<file path="src/rtl/sdr_port_arbiter.sv">
// ---------------------------------------------------------------------------
// sdr_port_arbiter
//
// Purpose:
//   Round-robin arbiter and transfer sequencer sitting between two host ports
//   and the single SDRAM command path. A granted request is captured into the
//   command registers and issued with a valid/ready handshake. The granted
//   port then receives a per-beat data strobe that starts the cycle after the
//   command path's data-start pulse, followed by a one-cycle completion pulse.
//
// Ports:
//   CLK, RESET_N              clock, asynchronous active-low reset
//   Pn_REQ/WR/ADDR/LEN        port n request and its captured fields
//   Pn_ACK                    one-cycle pulse: request accepted
//   Pn_DSTB                   beat strobe (write: present next word,
//                             read: read data valid)
//   Pn_DONE                   one-cycle pulse: transfer complete
//   CMD_VALID/WR/ADDR/LEN     command to the SDRAM command path
//   CMD_READY                 command path accepts on VALID & READY
//   CMD_DSTART                first data beat due next cycle
//   CMD_DONE                  command path finished the burst
// ---------------------------------------------------------------------------
module sdr_port_arbiter #(
    parameter int ASIZE = 23,
    parameter int LEN_W = 9
) (
    input  logic             CLK,
    input  logic             RESET_N,

    input  logic             P0_REQ,
    input  logic             P0_WR,
    input  logic [ASIZE-1:0] P0_ADDR,
    input  logic [LEN_W-1:0] P0_LEN,
    output logic             P0_ACK,
    output logic             P0_DSTB,
    output logic             P0_DONE,

    input  logic             P1_REQ,
    input  logic             P1_WR,
    input  logic [ASIZE-1:0] P1_ADDR,
    input  logic [LEN_W-1:0] P1_LEN,
    output logic             P1_ACK,
    output logic             P1_DSTB,
    output logic             P1_DONE,

    output logic             CMD_VALID,
    output logic             CMD_WR,
    output logic [ASIZE-1:0] CMD_ADDR,
    output logic [LEN_W-1:0] CMD_LEN,
    input  logic             CMD_READY,
    input  logic             CMD_DSTART,
    input  logic             CMD_DONE
);

    typedef enum logic [1:0] {
        IDLE   = 2'd0,
        ISSUE  = 2'd1,
        DATA   = 2'd2,
        FINISH = 2'd3
    } state_t;

    // Registered state
    state_t             r_state;
    logic               r_gnt;          // port currently being serviced
    logic               r_last;         // port granted most recently
    logic [1:0]         r_ack;
    logic [1:0]         r_dstb;
    logic [1:0]         r_done;
    logic               r_cmd_valid;
    logic               r_cmd_wr;
    logic [ASIZE-1:0]   r_cmd_addr;
    logic [LEN_W-1:0]   r_cmd_len;
    logic [LEN_W-1:0]   r_cnt;          // beats still to strobe
    logic               r_cdone_seen;   // completion already known

    // Next-state values
    state_t             w_state_next;
    logic               w_gnt_next;
    logic               w_last_next;
    logic [1:0]         w_ack_next;
    logic [1:0]         w_dstb_next;
    logic [1:0]         w_done_next;
    logic               w_cmd_valid_next;
    logic               w_cmd_wr_next;
    logic [ASIZE-1:0]   w_cmd_addr_next;
    logic [LEN_W-1:0]   w_cmd_len_next;
    logic [LEN_W-1:0]   w_cnt_next;
    logic               w_cdone_seen_next;

    // Arbitration: a lone request wins outright; on a tie the port that was
    // not granted last wins.
    logic               w_any_req;
    logic               w_sel;
    logic [1:0]         w_sel_hot;
    logic [1:0]         w_gnt_hot;
    logic               w_sel_wr;
    logic [ASIZE-1:0]   w_sel_addr;
    logic [LEN_W-1:0]   w_sel_len;

    assign w_any_req  = P0_REQ | P1_REQ;
    assign w_sel      = (P0_REQ & P1_REQ) ? ~r_last : P1_REQ;
    assign w_sel_hot  = w_sel ? 2'b10 : 2'b01;
    assign w_gnt_hot  = r_gnt ? 2'b10 : 2'b01;
    assign w_sel_wr   = w_sel ? P1_WR   : P0_WR;
    assign w_sel_addr = w_sel ? P1_ADDR : P0_ADDR;
    assign w_sel_len  = w_sel ? P1_LEN  : P0_LEN;

    always_comb begin
        w_state_next      = r_state;
        w_gnt_next        = r_gnt;
        w_last_next       = r_last;
        w_ack_next        = 2'b00;
        w_dstb_next       = r_dstb;
        w_done_next       = 2'b00;
        w_cmd_valid_next  = r_cmd_valid;
        w_cmd_wr_next     = r_cmd_wr;
        w_cmd_addr_next   = r_cmd_addr;
        w_cmd_len_next    = r_cmd_len;
        w_cnt_next        = r_cnt;
        w_cdone_seen_next = r_cdone_seen;

        case (r_state)
            IDLE: begin
                if (w_any_req) begin
                    w_gnt_next      = w_sel;
                    w_ack_next      = w_sel_hot;
                    w_cmd_wr_next   = w_sel_wr;
                    w_cmd_addr_next = w_sel_addr;
                    w_cmd_len_next  = w_sel_len;
                    if (w_sel_len == '0) begin
                        // Zero-length burst: nothing to issue, so treat the
                        // transfer as already complete and go straight to
                        // FINISH, which pulses DONE on the next cycle.
                        w_cdone_seen_next = 1'b1;
                        w_state_next      = FINISH;
                    end else begin
                        w_cdone_seen_next = 1'b0;
                        w_state_next      = ISSUE;
                    end
                end
            end

            ISSUE: begin
                // First ISSUE cycle carries the ACK; VALID rises after it.
                if (!r_cmd_valid) begin
                    w_cmd_valid_next = 1'b1;
                end else if (CMD_READY) begin
                    w_cmd_valid_next = 1'b0;
                    w_cnt_next       = r_cmd_len;
                    w_state_next     = DATA;
                end
            end

            DATA: begin
                w_cdone_seen_next = r_cdone_seen | CMD_DONE;
                if (r_dstb == 2'b00) begin
                    // DSTART during an active run never reaches here.
                    if (CMD_DSTART) begin
                        w_dstb_next = w_gnt_hot;
                    end
                end else begin
                    w_cnt_next = r_cnt - LEN_W'(1);
                    if (r_cnt == LEN_W'(1)) begin
                        w_dstb_next  = 2'b00;
                        w_state_next = FINISH;
                        // Completion already known: DONE follows the last
                        // beat directly.
                        if (r_cdone_seen | CMD_DONE) begin
                            w_done_next = w_gnt_hot;
                            w_last_next = r_gnt;
                        end
                    end
                end
            end

            FINISH: begin
                // The DONE cycle is spent here so a REQ still high alongside
                // DONE is not sampled; arbitration resumes from IDLE.
                if (r_done != 2'b00) begin
                    w_state_next = IDLE;
                end else if (r_cdone_seen | CMD_DONE) begin
                    w_done_next = w_gnt_hot;
                    w_last_next = r_gnt;
                end
            end

            default: begin
                w_state_next = IDLE;
            end
        endcase
    end

    always_ff @(posedge CLK or negedge RESET_N) begin
        if (!RESET_N) begin
            r_state      <= IDLE;
            r_gnt        <= 1'b0;
            r_last       <= 1'b1;
            r_ack        <= 2'b00;
            r_dstb       <= 2'b00;
            r_done       <= 2'b00;
            r_cmd_valid  <= 1'b0;
            r_cmd_wr     <= 1'b0;
            r_cmd_addr   <= '0;
            r_cmd_len    <= '0;
            r_cnt        <= '0;
            r_cdone_seen <= 1'b0;
        end else begin
            r_state      <= w_state_next;
            r_gnt        <= w_gnt_next;
            r_last       <= w_last_next;
            r_ack        <= w_ack_next;
            r_dstb       <= w_dstb_next;
            r_done       <= w_done_next;
            r_cmd_valid  <= w_cmd_valid_next;
            r_cmd_wr     <= w_cmd_wr_next;
            r_cmd_addr   <= w_cmd_addr_next;
            r_cmd_len    <= w_cmd_len_next;
            r_cnt        <= w_cnt_next;
            r_cdone_seen <= w_cdone_seen_next;
        end
    end

    assign P0_ACK    = r_ack[0];
    assign P1_ACK    = r_ack[1];
    assign P0_DSTB   = r_dstb[0];
    assign P1_DSTB   = r_dstb[1];
    assign P0_DONE   = r_done[0];
    assign P1_DONE   = r_done[1];
    assign CMD_VALID = r_cmd_valid;
    assign CMD_WR    = r_cmd_wr;
    assign CMD_ADDR  = r_cmd_addr;
    assign CMD_LEN   = r_cmd_len;

endmodule

</file>
<file path="config.mk">
export PLATFORM = sky130hd
export DESIGN_NAME = sdr_port_arbiter
export DESIGN_NICKNAME = d
export VERILOG_FILES = /design/src/rtl/sdr_port_arbiter.sv
export SDC_FILE = /design/constraint.sdc
export NUM_CORES = 1
export LEC_CHECK = 0
export CAP_MARGIN = 20
export CORE_AREA = 5 5 69 102
export CTS_CLUSTER_SIZE = 8
export DETAILED_ROUTE_END_ITERATION = 10
export DIE_AREA = 0 0 74 107
export HOLD_SLACK_MARGIN = 0.12
export PLACE_DENSITY = 0.85
export SLEW_MARGIN = 20
export SYNTH_ARGS = -nofsm -noshare
export SYNTH_HDL_FRONTEND = slang
export SYNTH_SLANG_ARGS = --single-unit
</file>
<file path="constraint.sdc">
create_clock -name CLK -period 3.4 [get_ports CLK]
set_input_delay 0.68 -clock CLK [delete_from_list [all_inputs] [get_ports CLK]]
set_output_delay 0.68 -clock CLK [all_outputs]
set_load 0.03 [all_outputs]
</file>
# Word level (Yosys, flattened, before mapping)

Index checks and enable logic that the tools add are counted.
Widths: inputs -> output; s select.

Add/subtract/negate cells: 1
Eq/ne operators: 12
Mux-type cells: 38
Bitwise operators: 4
Reduce and logical (&&, ||, !) cells: 14

Operators with widths:

| kind                | count |
|---|---|
| $mux 2              | 18 |
| $mux 9              | 4 |
| $mux 23             | 1 |
| $pmux 9 s2          | 1 |
| $ne 2x2->1 const B  | 8 |
| $mux 1              | 10 |
| $reduce_bool 2->1   | 5 |
| $eq 9x1->1 const B  | 1 |
| $logic_not 9->1     | 1 |
| $sub 9x1->9 const B | 1 |
| $pmux 2 s4          | 1 |
| $reduce_and 4->1    | 2 |
| $reduce_and 6->1    | 1 |
| $eq 2x2->1 const B  | 2 |
| $logic_not 2->1     | 2 |
| $pmux 1 s2          | 2 |
| $pmux 2 s2          | 1 |
| $reduce_and 2->1    | 2 |
| $reduce_and 3->1    | 1 |
| $eq 2x1->1 const B  | 1 |
| $or 1x1->1          | 2 |
| $and 1x1->1         | 1 |
| $not 1->1           | 1 |

Register bits after elaboration: 54
Input bits: 73
Output and inout bits: 40
Logic and storage cells: 81

# Depth between registers and ports, before layout

Depth after elaboration: 7
Depth in mapped cells: 7
Mapped depth without buffers: 6

# Worst setup path after synthesis

Ideal clock, no wire load.

Path type: register to register
From: reg r_cnt[5]
To: reg r_state[1]
Library setup time: 0.125 ns
Arrival time: 1.795 ns
Data required time: 3.275 ns
Setup slack: 1.481 ns
Cell stages (with the launch flop): 5
Clock period less this slack: 1.919 ns
Path through: dfrtp_1 -> or4_4 -> o41ai_4 -> and2b_1 -> mux2_2

Longest elaborated chain between the ends: 3

Ends and longest elaborated chain:

| item                       | RTL line | text |
|---|---|---|
| from (decl)                | 73       | `logic [LEN_W-1:0] r_cnt;` |
| from (signal assigned)     | 218      | `r_cnt <= w_cnt_next;` |
| $eq 9x1->1                 | 163      | `if (r_cnt == LEN_W'(1)) begin` |
| $ne 2x2->1 (no line)       | -        |  |
| $reduce_and 6->1 (no line) | -        |  |
| to (signal assigned)       | 208      | `r_state <= w_state_next;` |
| to (decl)                  | 63       | `state_t r_state;` |

No other way between the ends.
A chain may end at the register's enable or synchronous reset.

# Worst setup path after layout

From: reg r_state[0]
To: reg r_cnt[0]

Longest elaborated chain between the ends: 3
Elaborated cells on any way between the ends: 8
Those cells by class: eq/ne (5); mux (1); reduce/logical (2)

Ends and longest elaborated chain:

| item                                                      | RTL line | text |
|---|---|---|
| $eq 2x2->1 or $eq 2x1->1 (tied branches)                  | 122      | `case (r_state)` |
| $ne 2x2->1 (no line) or $reduce_bool 2->1 (tied branches) | -        |  |
| $reduce_and 4->1 (no line)                                | -        |  |

Parallel ways exist; a longest one is shown, timed or not.

==> Flow_metrics.wiki <==
{| class="wikitable"
! Metric !! Value
|-
| Result of the run || finished clean
|-
| Maximum clock frequency || 0.448 GHz
|-
| DR top layer || met4
|-
| RSZ-0062 raised after global routing || no
|-
| Height of the chip || about 110 µm
|-
| DIE WIDTH || 74 µm
|-
| Required time reported for the critical path endpoint || approximately 3600 ps
|-
| Pint || between 2000 and 2500 µW
|-
| Post-detailed-placement half-perimeter wirelength || roughly 6000 µm
|-
| Switch share || 0.442
|-
| Number of failing setup endpoints in the final timing report || 0
|-
| Critical path endpoint category || flop
|-
| Total Neg Setup Slack || 0 ps
|-
| Most frequently used flop master after synthesis || dfrtp_1
|-
| Number of filler instances in the final layout || between 400 and 500
|-
| Clock transition at the register clock pins on the worst setup and hold paths after CTS || 100 ps
|-
| Largest net degree at the start of global routing || 46
|-
| Portion of total power attributed to the clock network || 0.102
|-
| Ratio of cells with drive above 1 in the final layout || 0.0650
|-
| Tmin final || 2230 ps
|-
| Yosys top cell by area || dfrtp_1
|-
| Standard-cell rows || 35
|-
| GPL Wtd Cong || 0.831
|-
| DRC marker count from the first detailed-route iteration || ~110
|-
| Average cell area after synthesis || 10.6 µm²
|-
| Routed wire length || roughly 7800 µm
|-
| Final standard cell area without fillers || just over 0.004 mm²
|-
| Number of buffers on the longest clock path || 2
|-
| Period utilisation layout || 0.657
|-
| Launching point of the worst reg2reg path || r_state[0]$_DFFE_PN0P_
|-
| Type of element launching the critical path || flop
|-
| WL met3 || about 970 µm
|-
| Via total after detailed routing || about 2,500
|-
| Final ANT Viol Nets || 0
|-
| Aggregate global routing overflow || 0
|-
| Seq cells post-synth || between 50 and 60
|-
| Clock network latency to the later pin of the worst-skew pair || slightly above 300 ps
|-
| Net count, final || ~450
|-
| List of cells traversed by the critical path || inv_1 -> ha_1 -> buf_4 -> nor2_1 -> a211oi_2 -> o21ai_0 -> o21ai_1
|-
| Number of library cell types mapped by synthesis || 48
|-
| Largest cells by area after synthesis || dfrtp_1 48%, a22o_1 15%, mux2i_1 4.0%, ha_1 3.2%, nand2_1 2.6%
|-
| Area share of the largest cell type after synthesis || 0.480
|-
| Area growth, synth to finish || 47.0%
|-
| Number of instances resized during post-cts repair || 0
|-
| Max-slew violation count || 0
|-
| Post-Route Skew || approximately 8 ps
|-
| DR WL/cell || roughly 18 µm
|-
| Number of global-route vias before repair || about 2,600
|-
| Clock buffers created by TritonCTS || 5
|-
| Count of warnings emitted by yosys || 0
|-
| Nets in the synthesized netlist || between 300 and 400
|-
| Transition time at the pin with the least slew margin || 650 ps
|-
| Start point of the critical path || r_state[0]$_DFFE_PN0P_
|-
| Core Box Area || 0.00609 mm²
|-
| Pwr per Cell Area || between 900 and 1000 mW/mm²
|-
| Power after layout || 3830 µW
|-
| Number of sinks driven by the clock tree || 54
|-
| CP max-delay cell || a211oi_2
|-
| PortBufs || about 110
|-
| Combinational power share || 0.579
|-
| Standard cell area after detailed placement || a little under 0.004 mm²
|-
| Portion of total power attributed to sequential cells || 0.319
|-
| Maximum level of the CTS H-tree || 2
|-
| First-pass iteration count of the detailed router || 5
|-
| Sw Pwr || between 1500 and 2000 µW
|-
| Clock tree from TritonCTS || done
|-
| GRT Resource Usage Total || 0.204
|-
| Residual DRC count || 0
|-
| Effective utilization at floorplan || 0.454
|-
| P_leak || roughly 0.0017 µW
|-
| Worst slew margin || 0.566
|-
| Master cell of the clock root buffer || clkbuf_8
|-
| Area of the die || a little under 0.008 mm²
|-
| Wire length on met1 || approximately 2800 µm
|-
| Worst setup path class || flop to flop
|-
| Wire length of the first global-routing pass || between 10,000 and 15,000 µm
|-
| Sequential share of the synthesized area || 0.490
|-
| Gate Count Post-Synth || 260
|-
| I/O pin total || roughly 110
|-
| # Post-CTS Setup Buffers || 0
|-
| Final hold violation count || 0
|-
| Share of flip-flops with an asynchronous set or reset || 1.00
|-
| Number of antenna violations at the first check in global routing || 0
|-
| Met2 wire length || 3820 µm
|-
| Max_cap viols || 0
|-
| Largest fanout of any net on the critical path || 27
|-
| Hold buffers post-CTS || 0
|-
| Largest stage delay on the critical path || 530 ps
|-
| Worst hold path type || input pin to asynchronous set/reset pin
|-
| Maximum VDD drop || between 500 and 600 µV
|-
| Synthesized area || around 0.0028 mm²
|-
| Data arrival time of the critical path || roughly 2500 ps
|-
| Antenna diodes || 0
|-
| Post-synth EDFFs || 0
|-
| Per-cell via count in the routed design || around 5.7
|}
## cell usage after synthesis, types with 2 or more instances
master,instances
a21oi_1,10
mux2i_1,11
ha_1,7
clkbuf_1,14
nor2b_1,3
o22a_1,3
o21ai_0,3
inv_1,8
a211oi_1,2
dfrtp_1,53
a31oi_1,2
a21o_1,3
a21boi_1,2
nor2_1,15
o22ai_1,3
nand2_1,19
o21ai_1,12
or3_1,2
nand2b_1,2
buf_1,2
a211o_1,2
nand3_1,3
nor4_1,4
a22o_1,46
a2bb2oi_1,4
nor3_1,3
## layout by cell type, fill, tap and decap left out, types with 2 or more instances in the layout
cell             count
clkdlybuf4s50_1    111
dfrtp_1             53
a22o_1              46
nand2_1             19
nor2_1              15
o21ai_1             12
mux2i_1             11
a21oi_1             10
inv_1                8
ha_1                 7
clkbuf_8             6
buf_4                6
nor4_1               4
a2bb2oi_1            4
nor3_1               3
nand3_1              3
o22ai_1              3
o22a_1               3
o21ai_0              3
nor2b_1              3
a21o_1               3
nand2b_1             2
a211oi_1             2
or3_1                2
a211o_1              2
a31oi_1              2
## registers in the layout, indices dropped and copies added, names as in the netlist
| signal | count |
|---|---|
| CMD_ADDR | 23 |
| CMD_LEN | 9 |
| CMD_VALID | 1 |
| CMD_WR | 1 |
| r_ack | 2 |
| r_cdone_seen | 1 |
| r_cnt | 9 |
| r_done | 2 |
| r_dstb | 2 |
| r_gnt | 1 |
| r_last | 1 |
| r_state | 2 |
## final timing paths
path | endpoint | slack [ps] | cells past startpoint
min reg2reg | CMD_ADDR[6]$_DFFE_PN0P_ | 510 | 2
min in group CLK | CMD_ADDR[6]$_DFFE_PN0P_ | 510 | 2
max reg2reg | r_cnt[0]$_DFFE_PN0P_ | 1170 | 7
max in group asynchronous | r_ack[0]$_DFF_PN0_ | 2230 | 2
min | CMD_ADDR[12]$_DFFE_PN0P_ | 380 | 1
max | r_cnt[0]$_DFFE_PN0P_ | 1170 | 7
## cell families after synthesis
| family | synth area share |
|---|---|
| AO/OA/AOI/OAI | 0.286 |
| AND/OR/NAND/NOR | 0.109 |
| adder cells (fa/ha/maj) | 0.0317 |
| multiplexers | 0.0494 |
| buffers and inverters | 0.0344 |
| flip-flops | 0.490 |
## critical path: cells and delay by family, from the launching register on
kind | cells | cell delay (ps)
simple gates | 1 | 110
buf+inv | 2 | 450
flops | 1 | 430
compound gates | 3 | 870
fa+ha+maj | 1 | 290
## per-layer routing
layer / up-vias / track usage
met5: - / 0
met4: 0 / 0.0738
met2: 120 / 0.335
li1: 1200 / -
met3: 16 / 0.0957
met1: 1182 / 0.225
## power by group through the flow
stage                     Clock [µW]  Combinational [µW]  Sequential [µW]
final                            390                2220             1220
after global routing             418                2390             1270
after detailed placement           0                2230             1230
after CTS                        394                2240             1220
after floorplan                    0                1020             1610
after global placement             0                2180             1220
## cell type report
class                      count  area [µm²]  share of cell area
clock inverter                 2        16.3             0.00401
sequential                    54        1350               0.333
inverter                       8        30.0             0.00740
multi-input combinational    181        1330               0.326
clock buffer                   6        82.6              0.0203
tap                           74        92.6              0.0228
timing repair buffer         118        1160               0.286
## through the flow
stage / worst slack, ps / cells / util / hold slack (ps)
2_1_floorplan: 1480 / 260 / - / 384
3_3_place_gp: 930 / 435 / 0.651 / 469
3_5_place_dp: 906 / 435 / 0.651 / 492
4_1_cts: 1150 / 443 / 0.667 / 391
5_1_grt: 983 / 443 / 0.667 / 431
6_report: 1170 / 443 / 0.667 / 379
Note: power is estimated with default switching activity, not from simulation.
